### config.mk
export PLATFORM = sky130hd
export DESIGN_NAME = fp_mul
export DESIGN_NICKNAME = d
export VERILOG_FILES = /design/src/rtl/fp_pkg.sv /design/src/rtl/fp_mul.sv
export SDC_FILE = /design/constraint.sdc
export NUM_CORES = 1
export LEC_CHECK = 0
export ABC_AREA = 1
export CAP_MARGIN = 15
export CORE_MARGIN = 3
export CORE_UTILIZATION = 40
export DETAILED_ROUTE_END_ITERATION = 8
export PLACE_DENSITY = 0.62
export SLEW_MARGIN = 20
export SYNTH_ARGS = -nofsm -noshare
export SYNTH_HDL_FRONTEND = slang
export SYNTH_SLANG_ARGS = --single-unit
### constraint.sdc
create_clock -name clk -period 7.35 [get_ports clk]
set_input_delay 1.47 -clock clk [delete_from_list [all_inputs] [get_ports clk]]
set_output_delay 1.47 -clock clk [all_outputs]
set_load 0.02 [all_outputs]
### src/rtl/fp_pkg.sv
// Shared fixed-point arithmetic types and helpers for the mul/div sequencer family.
package fp_pkg;

  typedef enum logic [1:0] {IDLE, CALC, FINAL} fp_state_t;

  localparam int FP_WIDTH = 32;
  localparam int FP_FBITS = 24;

  // Widest operand fp_abs accepts; callers sign-extend narrower operands into it.
  localparam int FP_ABS_W = 64;

  function automatic logic [FP_ABS_W-1:0] fp_abs(input logic [FP_ABS_W-1:0] v);
    return v[FP_ABS_W-1] ? -v : v;
  endfunction

endpackage

### src/rtl/fp_mul.sv
// Sequential signed Q-format multiplier: shift-add core, result WIDTH+2 edges after start, start ignored while busy.
// Optional FP_MUL_ROUND_EN rounds the magnitude half-away-from-zero instead of truncating.
module fp_mul
  import fp_pkg::*;
#(
  parameter int WIDTH = FP_WIDTH,
  parameter int FBITS = FP_FBITS
) (
  input  logic             clk,
  input  logic             rst,
  input  logic             start,
  output logic             busy,
  output logic             valid,
  output logic             ovf,
  input  logic [WIDTH-1:0] x,
  input  logic [WIDTH-1:0] y,
  output logic [WIDTH-1:0] p
);

  localparam int AW = 2 * WIDTH;
  localparam int CW = $clog2(WIDTH + 1);

  fp_state_t         r_state;
  logic              r_sign;
  logic [AW-1:0]     r_mx_sh;
  logic [WIDTH-1:0]  r_my;
  logic [AW-1:0]     r_acc;
  logic [CW-1:0]     r_cnt;
  logic              r_busy;
  logic              r_valid;
  logic              r_ovf;
  logic [WIDTH-1:0]  r_p;

  logic [FP_ABS_W-1:0] w_x_ext;
  logic [FP_ABS_W-1:0] w_y_ext;
  logic [FP_ABS_W-1:0] w_x_abs;
  logic [FP_ABS_W-1:0] w_y_abs;
  logic [AW-1:0]       w_rnd;
  logic [AW-1:0]       w_m;
  logic [AW-1:0]       w_lim;
  logic                w_ovf;
  logic [WIDTH-1:0]    w_m_lo;
  logic [WIDTH-1:0]    w_p;

  // |-2^(WIDTH-1)| still fits in WIDTH unsigned bits, so truncating the magnitude is safe.
  assign w_x_ext = FP_ABS_W'($signed(x));
  assign w_y_ext = FP_ABS_W'($signed(y));
  assign w_x_abs = fp_abs(w_x_ext);
  assign w_y_abs = fp_abs(w_y_ext);

`ifdef FP_MUL_ROUND_EN
  assign w_rnd = r_acc + (AW'(1) << (FBITS - 1));
`else
  assign w_rnd = r_acc;
`endif

  assign w_m    = w_rnd >> FBITS;
  // A negative result may reach -2^(WIDTH-1); a positive one stops one short.
  assign w_lim  = r_sign ? (AW'(1) << (WIDTH - 1)) : ((AW'(1) << (WIDTH - 1)) - AW'(1));
  assign w_ovf  = (w_m > w_lim);
  assign w_m_lo = w_m[WIDTH-1:0];
  assign w_p    = r_sign ? -w_m_lo : w_m_lo;

  always_ff @(posedge clk) begin
    if (rst) begin
      r_state <= IDLE;
      r_sign  <= 1'b0;
      r_mx_sh <= '0;
      r_my    <= '0;
      r_acc   <= '0;
      r_cnt   <= '0;
      r_busy  <= 1'b0;
      r_valid <= 1'b0;
      r_ovf   <= 1'b0;
      r_p     <= '0;
    end else begin
      r_valid <= 1'b0;
      r_ovf   <= 1'b0;
      case (r_state)
        IDLE: begin
          if (start) begin
            r_sign  <= x[WIDTH-1] ^ y[WIDTH-1];
            r_mx_sh <= AW'(w_x_abs[WIDTH-1:0]);
            r_my    <= w_y_abs[WIDTH-1:0];
            r_acc   <= '0;
            r_cnt   <= '0;
            r_busy  <= 1'b1;
            r_state <= CALC;
          end
        end
        CALC: begin
          // One extra pass at cnt==WIDTH keeps latency fixed at WIDTH+2.
          if (r_cnt == CW'(WIDTH)) begin
            r_state <= FINAL;
          end else begin
            if (r_my[0]) begin
              r_acc <= r_acc + r_mx_sh;
            end
            r_mx_sh <= r_mx_sh << 1;
            r_my    <= r_my >> 1;
            r_cnt   <= r_cnt + CW'(1);
          end
        end
        FINAL: begin
          if (w_ovf) begin
            r_ovf <= 1'b1;
            r_p   <= '0;
          end else begin
            r_valid <= 1'b1;
            r_p     <= w_p;
          end
          r_busy  <= 1'b0;
          r_state <= IDLE;
        end
        default: begin
          r_busy  <= 1'b0;
          r_state <= IDLE;
        end
      endcase
    end
  end

  assign busy  = r_busy;
  assign valid = r_valid;
  assign ovf   = r_ovf;
  assign p     = r_p;

endmodule

* Word-level counts from Yosys, hierarchy flattened
Index checks and enable logic that the tools add are counted.
** Word-level totals
- Bits in registers :: 204
- Latch bits :: 0
- Bits in writable memories :: 0
- ROM bits :: 0
- Input port bits :: 67
- Output and inout port bits :: 35
- Logic and storage cells :: 59
- Memories :: 0
** Cells by class
- Add/sub/neg operators :: 5
- Multipliers :: 0
- Div/mod/pow operators :: 0
- Order comparisons :: 1
- Equal/unequal tests :: 7
- Shifts and indexed selects :: 0
- Multiplexer cells :: 25
- Bitwise operators :: 3
- Reduce and logical (&&, ||, !) cells :: 8
** Operators with widths (number)
- $mux W64 :: 5
- $pmux W64 S2 :: 2
- $mux W32 :: 7
- $neg A32 Y32 :: 3
- $add A64 B64 Y64 :: 1
- $pmux W32 S2 :: 1
- $gt A40 B32 Y1 :: 1
- $mux W6 :: 2
- $pmux W6 S2 :: 1
- $ne A2 B2 Y1 const B :: 4
- $add A6 B1 Y6 const B :: 1
- $eq A6 B6 Y1 const B :: 1
- $reduce_and A2 Y1 :: 3
- $mux W2 :: 2
- $pmux W2 S2 :: 1
- $reduce_and A4 Y1 :: 1
- $mux W1 :: 3
- $reduce_and A3 Y1 :: 1
- $eq A2 B1 Y1 const B :: 1
- $eq A2 B2 Y1 const B :: 1
- $logic_not A2 Y1 :: 1
- $not A1 Y1 :: 2
- $pmux W1 S2 :: 1
- $reduce_bool A2 Y1 :: 1
- other kinds (2) :: 2

* Longest topological paths before layout
- Word-level depth :: 4
- Depth in mapped cells :: 16
- Gate-level depth less buffers :: 16

* Worst setup path before layout
Ideal clock, no wire load.
- Kind :: input-to-reg
- Start point :: input x[0]
- End point :: register r_mx_sh[22]
- Arrival time :: 2725 ps
- Required time :: 7223 ps
- Setup slack :: 4498 ps
- Stages on the path :: 10
- Cells stage by stage :: inv_1 ha_1 nand4_1 nor2_1 nand2_1 o21ai_2 nand2_1 xor2_1 o21ai_0 o21ai_0
** On the way
- Longest elaborated chain between the ends :: 4
** RTL lines
- from (decl) :: RTL line fp_mul.sv:15 : input logic [WIDTH-1:0] x,
- $neg A32 Y32 :: RTL line fp_pkg.sv:13 : return v[FP_ABS_W-1] ? -v : v;
- $mux W32 :: RTL line fp_pkg.sv:13
- $mux W64 :: RTL line fp_mul.sv:81 : if (start) begin
- $pmux W64 S2 :: RTL line fp_mul.sv:79 : case (r_state)
- to (signal assigned) :: RTL line fp_mul.sv:83 : r_mx_sh <= AW'(w_x_abs[WIDTH-1:0]);
- to (signal assigned) :: RTL line fp_mul.sv:99 : r_mx_sh <= r_mx_sh << 1;
- to (decl) :: RTL line fp_mul.sv:25 : logic [AW-1:0] r_mx_sh;
No other way between the ends. The select of a mux whose other input is x is not followed.
A chain may end at the register's enable or synchronous reset.

* Worst setup path in the final report
- Start point :: input start
- End point :: register r_mx_sh[32]
** On the way
- Longest elaborated chain between the ends :: 2
** RTL lines
- from (decl) :: RTL line fp_mul.sv:11 : input logic start,
- $ne A2 B2 Y1 (no source line)
- $reduce_and A3 Y1 (no source line)
No other way between the ends.

==> flow_summary.toml <==
[status]
status = "complete, no violations"

[clock_tree]
ctsHoldBuffers = 0
cts_root_buffer = "clkbuf_16"
cts_setup_buffers = 0
cts_resized = 0
cts.sinks = 204
cts_buffer_depth = 3
clkTransAtPathRegs_ns = 0.06
cts-htree-levels = 1
insertion_delay_ns = 0.56
cts_tree = "built"
cts_buffers = 25

[sta]
fmax_mhz = 275
tightest_slew_ns = 1.06
setup-violations-final = 0
grt_setup_unrepaired = "no"
slew_violations = 0
whs_ns = 0.452
tns_ns = 0
slew_headroom_pct = 29.1
period_share_pct = 49.5
worst_slack_ns = 3.71
skew_ns = 0.0137
finalHoldViolations = 0
finalCriticalPeriod_ns = 3.64

[yosys]
synth_xor_area_share_pct = 2.26
synth_edf_count = 0
synth_ff_type = "dfxtp_1"
synth_fp_nets = 3083
yosysWarnings = 0
syn_area_mm2 = 0.0167
synth_top_family_by_area = "simple AND/OR/NAND/NOR gates"
synth_mux_area_share_pct = 0.0600
yosysTopAreaCellShare_pct = 24.5
synthTopCellsByArea = "dfxtp_1 24%, nand2_1 23%, inv_1 10%"
synth_simple_gate_area_share_pct = 39.5
ys_async_sr_fraction_pct = 0
ys_types = 47
synth_seq_cells = 204
synth_compound_area_share_pct = 13.5
yosysSeqAreaShare_pct = 24.5
syn_area_per_cell_um2 = 5.72
synth_cells = 2915
yosysTopAreaCell = "dfxtp_1"
synthAdderAreaFrac_pct = 7.63

[cells_and_area]
fin_cells = 3521
design_area_mm2 = 0.0189
post-route-util_pct = 46.1
layout_commonest_cell = "nand2_1"
drive_gt1_share_pct = 3.35
fin_nets = 3143
final_cell_mix = "1028 x nand2_1, 452 x inv_1, 291 x nor2_1, 203 x dfxtp_1, 198 x a21oi_1"
syn_to_final_growth_pct = 13.5
diodes = 0

[min_path]
holdCritPathClass = "reg -> reg"

[floorplanning]
die_w_um = 210
io_pins = 102
num_rows = 74
core_mm2 = 0.0410
dieArea_mm2 = 0.0442
dieHeight_um = 210
initial_core_util_pct = 40.6

[power]
vdd_ir_drop_max_mv = 0.150
power_density_mw_per_mm2 = 151
power.total_mw = 2.86
leakagePower_nw = 9.48

[drt]
via_count = 18000
drt_wl_total_um = 54900
route.detailed.drc = 0
initialDrtViolationCount = 1257
avgRoutedWirePerCell_um = 15.6
drtAntennaViolNets = 0
drt_first_pass_iters = 8
routed_via_density = 5.11

[placement]
dp_slack_ns = 3.15
gp_congestion = 0.968
hpwl_um = 42300
placement.io_buffers = 101
dp_cells = 3480
dpl-instance-area_mm2 = 0.0181

[global_routing]
track_usage_pct = 24.2
grt_overflow_total = 0
grt_pass1_wl_um = 86900
grt_pass1_vias = 16600
antenna_found_initial = 0
grt_max_degree = 81

[setup_path]
critical-path-max-stage-delay_ns = 0.84
cp.required_ns = 7.82
crit_chain = "clkdlybuf4s50_1 -> nand2_1 -> inv_2 -> a21oi_4 -> inv_4 -> nor2_4 -> inv_1 -> buf_4 -> o21ai_0"
crit_path_top_delay_cell = "nor2_4"
critPathMaxFanout = 47
crit_type = "in -> reg"
start_kind = "primary input"
cp.arrival_ns = 4.12
end_kind = "register"

[run]
cap_violations = 0
-- worst max-delay path: cells and delay by family --
kind                   cells  cell delay [ns]
AOI/OAI and AO/OA          2             0.37
buffers and inverters      5             1.21
and+or+nand+nor            2             1.01
-- logic make-up (layout without fill, tap and decap cells) --
logic type      count (synthesis)  after routing
simple gates                 1618           1618
buf+inv                       540            614
compound gates                408            408
flops                         204            204
fa+ha+maj                     101            101
xor+xnor                       43             43
mux                             1              1
-- cells in the mapped netlist, types with 3 or more instances --
library cell     n
a211oi_1         3
a31oi_1          6
o21ai_2          3
nand3_1        177
and3_1           4
nand4_1         27
clkbuf_1        57
o2111ai_1       17
buf_6            6
inv_1          452
nand3b_1        13
inv_2            5
nor3_1          38
dfxtp_1        204
o22ai_1         33
or2_2           27
nor2_1         292
ha_1           100
o21bai_1         5
a21oi_1        198
xnor2_1         11
o211ai_1         4
xor2_1          32
buf_2           16
o21ai_0        122
o31ai_1          3
nand2_1       1029
o21ai_1          3
-- cell type report --
| type | count | area, um2 |
|---|---|---|
| clock buffers | 34 | 729 |
| clock inverters | 7 | 103 |
| fillers | 4461 | 22100 |
| inverters | 458 | 1720 |
| multi-input cells | 2171 | 10500 |
| flip-flops and latches | 204 | 4090 |
| well taps | 532 | 666 |
| repair buffers | 115 | 1110 |
-- path summary, 6_finish.rpt --
check	to	start	cells after the start	slack, ns
worst min-delay path	r_my[17]$_SDFFE_PP0P_	r_my[17]$_SDFFE_PP0P_	2	0.45
worst max register to register	p[18]$_SDFFE_PP0N_	r_sign$_SDFFE_PP0P_	15	4.26
worst max-delay path	r_mx_sh[32]$_SDFFE_PP0P_	start	9	3.71
worst min register to register	r_my[17]$_SDFFE_PP0P_	r_my[17]$_SDFFE_PP0P_	2	0.45
-- registers in the layout, indices dropped and copies added (netlist names) --
signal   count
r_my        32
ovf          1
r_acc       64
r_state      2
r_mx_sh     64
busy         1
p           32
r_cnt        6
r_sign       1
valid        1
-- report_power, final --
part	leakage (nW)	switching (mW)	internal, mW
logic	7.42	0.257	0.140
registers	1.66	0.0375	1.15
clock network	0.411	0.514	0.760
total	9.48	0.809	2.05
-- layer usage --
metal,global-route usage [%],share of wire (%),vias up
met5,0,0,-
met4,7.11,2.9,0
met3,2.49,5.7,91
met2,40.5,45,508
met1,33.1,46,8063
li1,-,-,9330
(Power assumes the default switching activity.)
